**config.mk**
```make
export PLATFORM = sky130hd
export DESIGN_NAME = weight_wr_master_flat
export DESIGN_NICKNAME = d
export VERILOG_FILES = /design/src/rtl/weight_wr_pkg.sv /design/src/rtl/weight_wr_if.sv /design/src/rtl/weight_wr_gap_cnt.sv /design/src/rtl/weight_wr_master.sv /design/src/flat_wrapper.sv
export SDC_FILE = /design/constraint.sdc
export NUM_CORES = 1
export LEC_CHECK = 0
export BUFFER_PORTS_ARGS = -buffer_cell sky130_fd_sc_hd__buf_2
export CORE_MARGIN = 5
export CORE_UTILIZATION = 54
export CTS_BUF_LIST = sky130_fd_sc_hd__clkbuf_8
export CTS_CLUSTER_SIZE = 16
export DETAILED_ROUTE_END_ITERATION = 6
export PLACE_DENSITY = 0.79
export SLEW_MARGIN = 0
export SYNTH_ARGS = -nofsm -noshare
export SYNTH_HDL_FRONTEND = slang
export SYNTH_SLANG_ARGS = --single-unit
```
**constraint.sdc**
```tcl
create_clock -name clk -period 4.5 [get_ports clk]
set_clock_uncertainty 0.15 [all_clocks]
set_input_delay 0.45 -clock clk [delete_from_list [all_inputs] [get_ports clk]]
set_output_delay 0.45 -clock clk [all_outputs]
set_load 0.02 [all_outputs]
```
**src/rtl/weight_wr_pkg.sv**
```systemverilog
// weight_wr_pkg: FSM encoding and write-gap limits shared by the weight write master.
package weight_wr_pkg;
    localparam logic [1:0] S_IDLE = 2'd0;
    localparam logic [1:0] S_LOAD = 2'd1;
    localparam logic [1:0] S_GAP  = 2'd2;
    localparam logic [1:0] S_DONE = 2'd3;
    localparam int WR_GAP_MAX = 15;
    localparam int GAP_W = 4;
endpackage

```
**src/rtl/weight_wr_if.sv**
```systemverilog
// weight_wr_if: control, stream-in and PE weight-bus signals of the weight write master.
interface weight_wr_if #(parameter int DATA_WIDTH = 16, parameter int ADDR_WIDTH = 32);
    logic                  start;
    logic [ADDR_WIDTH-1:0] base_addr;
    logic [ADDR_WIDTH-1:0] num_words;
    logic                  abort;
    logic [DATA_WIDTH-1:0] s_data;
    logic                  s_valid;
    logic                  s_ready;
    logic [DATA_WIDTH-1:0] weight_wr_data;
    logic [ADDR_WIDTH-1:0] weight_wr_addr;
    logic                  weight_wr_en;
    logic                  busy;
    logic                  done;
    modport master (
        input  start, base_addr, num_words, abort, s_data, s_valid,
        output s_ready, weight_wr_data, weight_wr_addr, weight_wr_en, busy, done
    );
    modport slave (
        output start, base_addr, num_words, abort, s_data, s_valid,
        input  s_ready, weight_wr_data, weight_wr_addr, weight_wr_en, busy, done
    );
endinterface

```
**src/rtl/weight_wr_gap_cnt.sv**
```systemverilog
// weight_wr_gap_cnt: loadable down-counter timing the idle gap between weight writes.
module weight_wr_gap_cnt #(parameter int W = 4) (
    input  logic         clk,
    input  logic         rst,
    input  logic         load_i,
    input  logic [W-1:0] val_i,
    input  logic         dec_i,
    output logic         zero_o
);
    logic [W-1:0] cnt_q;
    assign zero_o = cnt_q == '0;
    always_ff @(posedge clk or posedge rst) begin
        if (rst) cnt_q <= '0;
        else if (load_i) cnt_q <= val_i;
        else if (dec_i && !zero_o) cnt_q <= cnt_q - 1'b1;
    end
endmodule

```
**src/rtl/weight_wr_master.sv**
```systemverilog
// weight_wr_master: streams num_words weights into consecutive PE weight-bus addresses,
// inserting WR_GAP idle cycles between writes.
module weight_wr_master import weight_wr_pkg::*; #(
    parameter int DATA_WIDTH = 16,
    parameter int ADDR_WIDTH = 32,
    parameter int WR_GAP     = 1
) (
    input logic         clk,
    input logic         rst,
    weight_wr_if.master bus
);
    localparam logic [ADDR_WIDTH-1:0] ONE = 1;
    localparam int GAP_CLAMP = WR_GAP > WR_GAP_MAX ? WR_GAP_MAX : WR_GAP;
    // Counter is loaded at the handshake, so GAP lasts exactly WR_GAP cycles.
    localparam logic [GAP_W-1:0] GAP_LOAD = GAP_W'(GAP_CLAMP > 0 ? GAP_CLAMP - 1 : 0);
    logic [1:0]            state_q, state_d;
    logic [ADDR_WIDTH-1:0] base_q, num_q, cnt_q, addr_q;
    logic [DATA_WIDTH-1:0] data_q;
    logic                  en_q, done_q, hs, last, gap_zero;
    assign bus.s_ready        = state_q == S_LOAD && !bus.abort;
    assign hs                 = bus.s_valid && bus.s_ready;
    assign last               = cnt_q == num_q - ONE;
    assign bus.busy           = state_q != S_IDLE;
    assign bus.done           = done_q;
    assign bus.weight_wr_en   = en_q;
    assign bus.weight_wr_data = data_q;
    assign bus.weight_wr_addr = addr_q;
    weight_wr_gap_cnt #(.W(GAP_W)) u_gap (
        .clk    (clk),
        .rst    (rst),
        .load_i (hs),
        .val_i  (GAP_LOAD),
        .dec_i  (state_q == S_GAP),
        .zero_o (gap_zero)
    );
    always_comb begin
        state_d = S_IDLE;
        case (state_q)
            S_IDLE:  state_d = !bus.start ? S_IDLE : (bus.num_words == '0) ? S_DONE : S_LOAD;
            S_LOAD:  state_d = bus.abort ? S_DONE : !hs ? S_LOAD : last ? S_DONE :
                               (GAP_CLAMP == 0) ? S_LOAD : S_GAP;
            S_GAP:   state_d = bus.abort ? S_DONE : gap_zero ? S_LOAD : S_GAP;
            default: state_d = S_IDLE;
        endcase
    end
    always_ff @(posedge clk or posedge rst) begin
        if (rst) begin
            state_q <= S_IDLE;
            base_q  <= '0;
            num_q   <= '0;
            cnt_q   <= '0;
            addr_q  <= '0;
            data_q  <= '0;
            en_q    <= 1'b0;
            done_q  <= 1'b0;
        end else begin
            state_q <= state_d;
            en_q    <= hs;
            done_q  <= state_q == S_DONE;
            if (state_q == S_IDLE && bus.start) begin
                base_q <= bus.base_addr;
                num_q  <= bus.num_words;
                cnt_q  <= '0;
            end
            if (hs) begin
                cnt_q  <= cnt_q + ONE;
                data_q <= bus.s_data;
                addr_q <= base_q + cnt_q;
            end
        end
    end
endmodule

```
**src/flat_wrapper.sv**
```systemverilog
// flat-port wrapper written by rule: the top's interface ports become plain ports
module weight_wr_master_flat import weight_wr_pkg::*;
#(
    parameter int DATA_WIDTH = 16,
    parameter int ADDR_WIDTH = 32,
    parameter int WR_GAP     = 1
)
  (clk, rst, bus_start, bus_base_addr, bus_num_words, bus_abort, bus_s_data, bus_s_valid, bus_s_ready, bus_weight_wr_data, bus_weight_wr_addr, bus_weight_wr_en, bus_busy, bus_done);
  weight_wr_if #(.DATA_WIDTH(DATA_WIDTH), .ADDR_WIDTH(ADDR_WIDTH)) bus_i ();
  input logic clk;
  input logic rst;
  input wire logic [$bits(bus_i.start)-1:0] bus_start;
  input wire logic [$bits(bus_i.base_addr)-1:0] bus_base_addr;
  input wire logic [$bits(bus_i.num_words)-1:0] bus_num_words;
  input wire logic [$bits(bus_i.abort)-1:0] bus_abort;
  input wire logic [$bits(bus_i.s_data)-1:0] bus_s_data;
  input wire logic [$bits(bus_i.s_valid)-1:0] bus_s_valid;
  output wire logic [$bits(bus_i.s_ready)-1:0] bus_s_ready;
  output wire logic [$bits(bus_i.weight_wr_data)-1:0] bus_weight_wr_data;
  output wire logic [$bits(bus_i.weight_wr_addr)-1:0] bus_weight_wr_addr;
  output wire logic [$bits(bus_i.weight_wr_en)-1:0] bus_weight_wr_en;
  output wire logic [$bits(bus_i.busy)-1:0] bus_busy;
  output wire logic [$bits(bus_i.done)-1:0] bus_done;
  assign bus_i.start = bus_start;
  assign bus_i.base_addr = bus_base_addr;
  assign bus_i.num_words = bus_num_words;
  assign bus_i.abort = bus_abort;
  assign bus_i.s_data = bus_s_data;
  assign bus_i.s_valid = bus_s_valid;
  assign bus_s_ready = bus_i.s_ready;
  assign bus_weight_wr_data = bus_i.weight_wr_data;
  assign bus_weight_wr_addr = bus_i.weight_wr_addr;
  assign bus_weight_wr_en = bus_i.weight_wr_en;
  assign bus_busy = bus_i.busy;
  assign bus_done = bus_i.done;
  weight_wr_master #(.DATA_WIDTH(DATA_WIDTH), .ADDR_WIDTH(ADDR_WIDTH), .WR_GAP(WR_GAP)) u_core (.clk(clk), .rst(rst), .bus(bus_i));
endmodule
```
# After elaboration in Yosys (flattened, before gate mapping)
# Index checks and enable logic that the tools add are counted.
# Widths: inputs -> output; s select.
[word_totals] reg_bits=152 inputBits=85
[classes] eq_ne=4 muxes=12 n_addsub=4 reduce_logical=12
[op_table] operator="$mux 32" count=2
[op_table] operator="$add 32x1->32 const B" count=1
[op_table] operator="$add 32x32->32" count=1
[op_table] operator="$eq 32x32->1" count=1
[op_table] operator="$logic_not 32->1" count=1
[op_table] operator="$sub 32x1->32 const B" count=1
[op_table] operator="$mux 2" count=6
[op_table] operator="$mux 4" count=2
[op_table] operator="$pmux 2 s3" count=1
[op_table] operator="$reduce_bool 2->1" count=3
[op_table] operator="$eq 2x2->1 const B" count=2
[op_table] operator="$logic_and 1x1->1" count=4
[op_table] operator="$logic_not 4->1" count=1
[op_table] operator="$sub 4x1->4 const B" count=1
[op_table] operator="$eq 2x1->1 const B" count=1
[op_table] operator="$logic_not 1->1" count=2
[op_table] operator="$logic_not 2->1" count=1
[op_table] operator="$mux 1" count=1

# Longest topological paths before layout
[logic_depth] depth_word=6 depth_mapped=11

# By module
# Synthesis repeated with hierarchy kept, for this count alone.
[hier_totals] hier_cells=917 hier_area_um2=8849.7
[modules_own_cells] mod="weight_wr_master" seq_area_each_um2=3703.6 cells_per_inst=889 area_per_inst_um2=8588.2 n_inst=1
[modules_own_cells] mod="weight_wr_gap_cnt" seq_area_each_um2=100.1 cells_per_inst=28 area_per_inst_um2=261.5 n_inst=1

# Worst setup path before layout
# OpenSTA, ideal clock, no wires.
[synth_path] path_kind="flip-flop to flip-flop" start="register u_core.cnt_q[0]" end="register u_core.addr_q[28] (netlist: u_core.bus.weight_wr_addr[28])" path_slack_ps=1599 arrival_time_ps=2656 stages_incl_launch_ff=12 path_cell_list="dfrtp_1 -> ha_1 -> inv_1 -> fa_1 -> nor2b_1 -> o31a_1 -> a2111oi_0 -> o311ai_1 -> a21oi_1 -> a211o_1 -> and4_1 -> o31ai_1"
[synth_via] elab_chain_cells=1
[synth_lines] item="from (decl)" line="weight_wr_master.sv:17" rtl="logic [ADDR_WIDTH-1:0] base_q, num_q, cnt_q, addr_q;"
[synth_lines] item="from (signal assigned)" line="weight_wr_master.sv:66" rtl="cnt_q <= cnt_q + ONE;"
[synth_lines] item="$add 32x32->32" line="weight_wr_master.sv:68" rtl="addr_q <= base_q + cnt_q;"
[synth_lines] item="to (signal assigned)" line="weight_wr_master.sv:68"
[synth_lines] item="to (decl)" line="weight_wr_master.sv:17"
# Every way passes these cells.
# A chain may end at the register's enable or synchronous reset.

# Worst setup path after layout
# Ends and elaborated chain as after synthesis.

==> out/qor.yml <==
floorplanning:
  fp.dieW_um: 139
  core_mm2: 0.0164
  die_area_mm2: 0.0192
  die_h_um: 139
  initial_core_util: 0.544
  io_pins: 137
  rows: 47
power_and_ir_drop:
  p_leak_nw: 5.03
  p_per_area_mw_per_mm2: 565
  ir_drop_mv: 0.319
  p_total_mw: 5.88
sta:
  drv_slew: 0
  setup_violations: 0
  final-hold-violation-count: 0
  max_slew_margin: 0.237
  tns_ns: 0
  holdWs_ns: 0.0171
  worst_slew_pin_slew_ns: 1.14
  rsz0062_at_grt: "false"
  finalCritPeriodShare: 0.761
  fin_ws_ns: 1.08
  fmax_ghz: 0.292
  fin_crit_ns: 3.42
worst_setup_path:
  rrSetupSlack_ns: 1.08
  cp_top_family: "compound AO/OA/AOI/OAI gates"
  slowest_stage: "o311ai_1"
  arrival_ns: 3.67
  critPathMaxFanout: 6
  critPathCaptureType: "flop"
  slowest_delay_ns: 0.66
  cp_cell_sequence: "ha_1 > inv_1 > fa_1 > nor2b_1 > o31a_1 > a2111oi_0 > o311ai_1 > a21oi_1 > a211o_1 > and4_1 > o31ai_1"
  critPathRequiredTime_ns: 4.74
  worst-setup-path-type: "reg -> reg"
  worstRegToRegCells: 11
  r2r_start: "u_core.cnt_q[0]"
  timing.critical_path.buf_inv: 1
  cp-start-kind: "flop"
  worstReg2RegEnd: "u_core.bus.weight_wr_addr[28]"
logic_synthesis:
  syn_nets: 1182
  synth-async-reset-ratio: 1.00
  yosys.area_share.xor_xnor: 0.0668
  synthTopCellsByArea: "dfrtp_1, nand2_1, ha_1"
  synth.distinct_cells: 69
  synth_area_mm2: 0.00892
  yosysTopAreaCell: "dfrtp_1"
  synthMuxAreaShare: 0.0112
  synth_top_area_frac: 0.427
  synth_compound_area_frac: 0.139
  synth_simple_gate_area_frac: 0.275
  synth.avg_cell_area_um2: 8.40
  synth_edf_count: 0
  synth_adder_area_share: 0.0514
  netlist_instances: 1061
  synth_ff_type: "dfrtp_1"
  synth_top_family_by_area: "simple AND/OR/NAND/NOR gates"
  yosysSeqAreaShare: 0.427
  yosys_register_bits: 152
  synth_warnings: 0
clock_tree:
  cts_tree: "done"
  clk_latency_ns: 0.48
  cts_resized: 0
  clk_pin_slew_ns: 0.09
  cts-buffers-inserted: 17
  cts.path.max_buffers: 2
  cts-root-buf: "clkbuf_8"
  clock_sinks: 152
  htreeDepth: 4
run:
  drv_cap: 0
place:
  dpl_cell_area_mm2: 0.00977
  dp_slack_ns: 1.11
  io_buffers: 136
  dp_hpwl_mm: 16.7
  post-place-cells: 1379
  gp_congestion: 0.920
drt:
  drt-total-wl_mm: 22.8
  routed-via-count: 8176
  detail-route-antenna-nets: 0
  drt-wirelength-per-cell_um: 15.9
  drtIter0Drc: 670
  viasPerCell: 5.70
  drc: 0
  drtPass1Iterations: 5
grt:
  track_usage: 0.239
  grt_max_degree: 88
  grt_pass1_vias: 7885
  grt_overflow: 0
  grt_pass1_wl_mm: 38.3
  grt_antenna_before_repair: 0
worst_hold_path:
  min-delay-start: "bus_base_addr[27]"
  hold_end: "u_core.base_q[27]"
  hold_path.class: "in -> reg"
  hold_path_depth: 3
final_layout:
  diodes: 0
  multi_input_area_mm2: 0.00485
  nFillCells: 1399
  instances_no_fill: 1435
  mostFrequentLayoutCell: "nand2_1"
  fin_util: 0.634
  drive_gt1_frac: 0.168
  postLayoutCellArea_mm2: 0.0104
  layout_common_cells: "nand2_1, dfrtp_1, buf_2"
  ff_latch_area_mm2: 0.00380
  nets: 1323
  syn_to_final_growth_pct: 16.7
outcome:
  outcome: "finished clean"
worst max path at each step:
stage	from	endpoint	slack, ns	depth (start not counted)
floorplan	u_core.cnt_q[0]	u_core.bus.weight_wr_addr[28]	1.60	11
global placement	u_core.cnt_q[0]	u_core.bus.weight_wr_addr[28]	1.24	11
detailed placement	u_core.cnt_q[0]	u_core.bus.weight_wr_addr[28]	1.11	11
CTS	u_core.cnt_q[0]	u_core.bus.weight_wr_addr[28]	1.07	11
global route	u_core.cnt_q[0]	u_core.bus.weight_wr_addr[28]	0.87	11
finish	u_core.cnt_q[0]	u_core.bus.weight_wr_addr[28]	1.08	11
cell type report:
cell class	instances	area share
multi-input cells	839	0.466
flip-flops and latches	152	0.365
repair buffers	166	0.0940
well taps	220	0.0264
clock buffers	19	0.0251
clock inverters	13	0.0130
inverters	26	0.00974
synth_stat cells, drive strengths merged, types with 5 or more instances:
master / number
nor4: 23
nor2: 46
and3: 10
dfrtp: 152
nor3: 23
o211ai: 12
a211oi: 6
or2: 5
xnor2: 40
or4: 7
inv: 25
mux2i: 10
a21o: 7
and2: 6
nand2: 320
xor2: 28
nand4: 13
buf: 6
a31oi: 10
nand2b: 5
nor3b: 5
nand3: 48
o31ai: 11
ha: 35
a21oi: 39
clkbuf: 38
o21ai: 71
sequential cells by signal, indices dropped and copies added, names as in the netlist:
| register | cells |
|---|---|
| u_core.bus.weight_wr_data | 16 |
| u_core.bus.weight_wr_addr | 32 |
| u_core.base_q | 32 |
| u_core.u_gap.cnt_q | 4 |
| u_core.num_q | 32 |
| u_core.state_q | 2 |
| u_core.bus.done | 1 |
| u_core.bus.weight_wr_en | 1 |
| u_core.cnt_q | 32 |
repair_timing:
action / 4_1_cts / 5_1_grt
setup buffers: 0 / 0
setup endpoints to repair: 0 / 0
hold buffers: 24 / 0
endpoints found under the hold margin: 56 / 0
logic make-up (layout without fill, tap and decap cells):
| family | after synthesis | count (layout) |
|---|---|---|
| AND/OR/NAND/NOR | 529 | 529 |
| AO/OA/AOI/OAI | 196 | 196 |
| flip-flops | 152 | 152 |
| buffers and inverters | 70 | 224 |
| XOR/XNOR | 68 | 68 |
| adder cells (fa/ha/maj) | 36 | 36 |
| multiplexers | 10 | 10 |
worst min-delay path, delay by kind of cell:
family | cells | cell delay (ns)
simple gates | 2 | 0.09
buf+inv | 1 | 0.07
metal layers:
metal	part of all wire	track usage	up-vias
li1	-	-	3972
met1	0.45	0.328	3853
met2	0.46	0.377	309
met3	0.063	0.0501	42
met4	0.024	0.0863	0
met5	0	0	-
power by group:
group / internal, mW / leakage, nW / total, mW / switching (mW)
combinational: 0.955 / 2.88 / 2.48 / 1.52
sequential: 1.86 / 1.95 / 2.35 / 0.499
clock: 0.481 / 0.196 / 1.05 / 0.571
total: 3.29 / 5.03 / 5.88 / 2.59
Note: power is estimated with default switching activity, not from simulation.
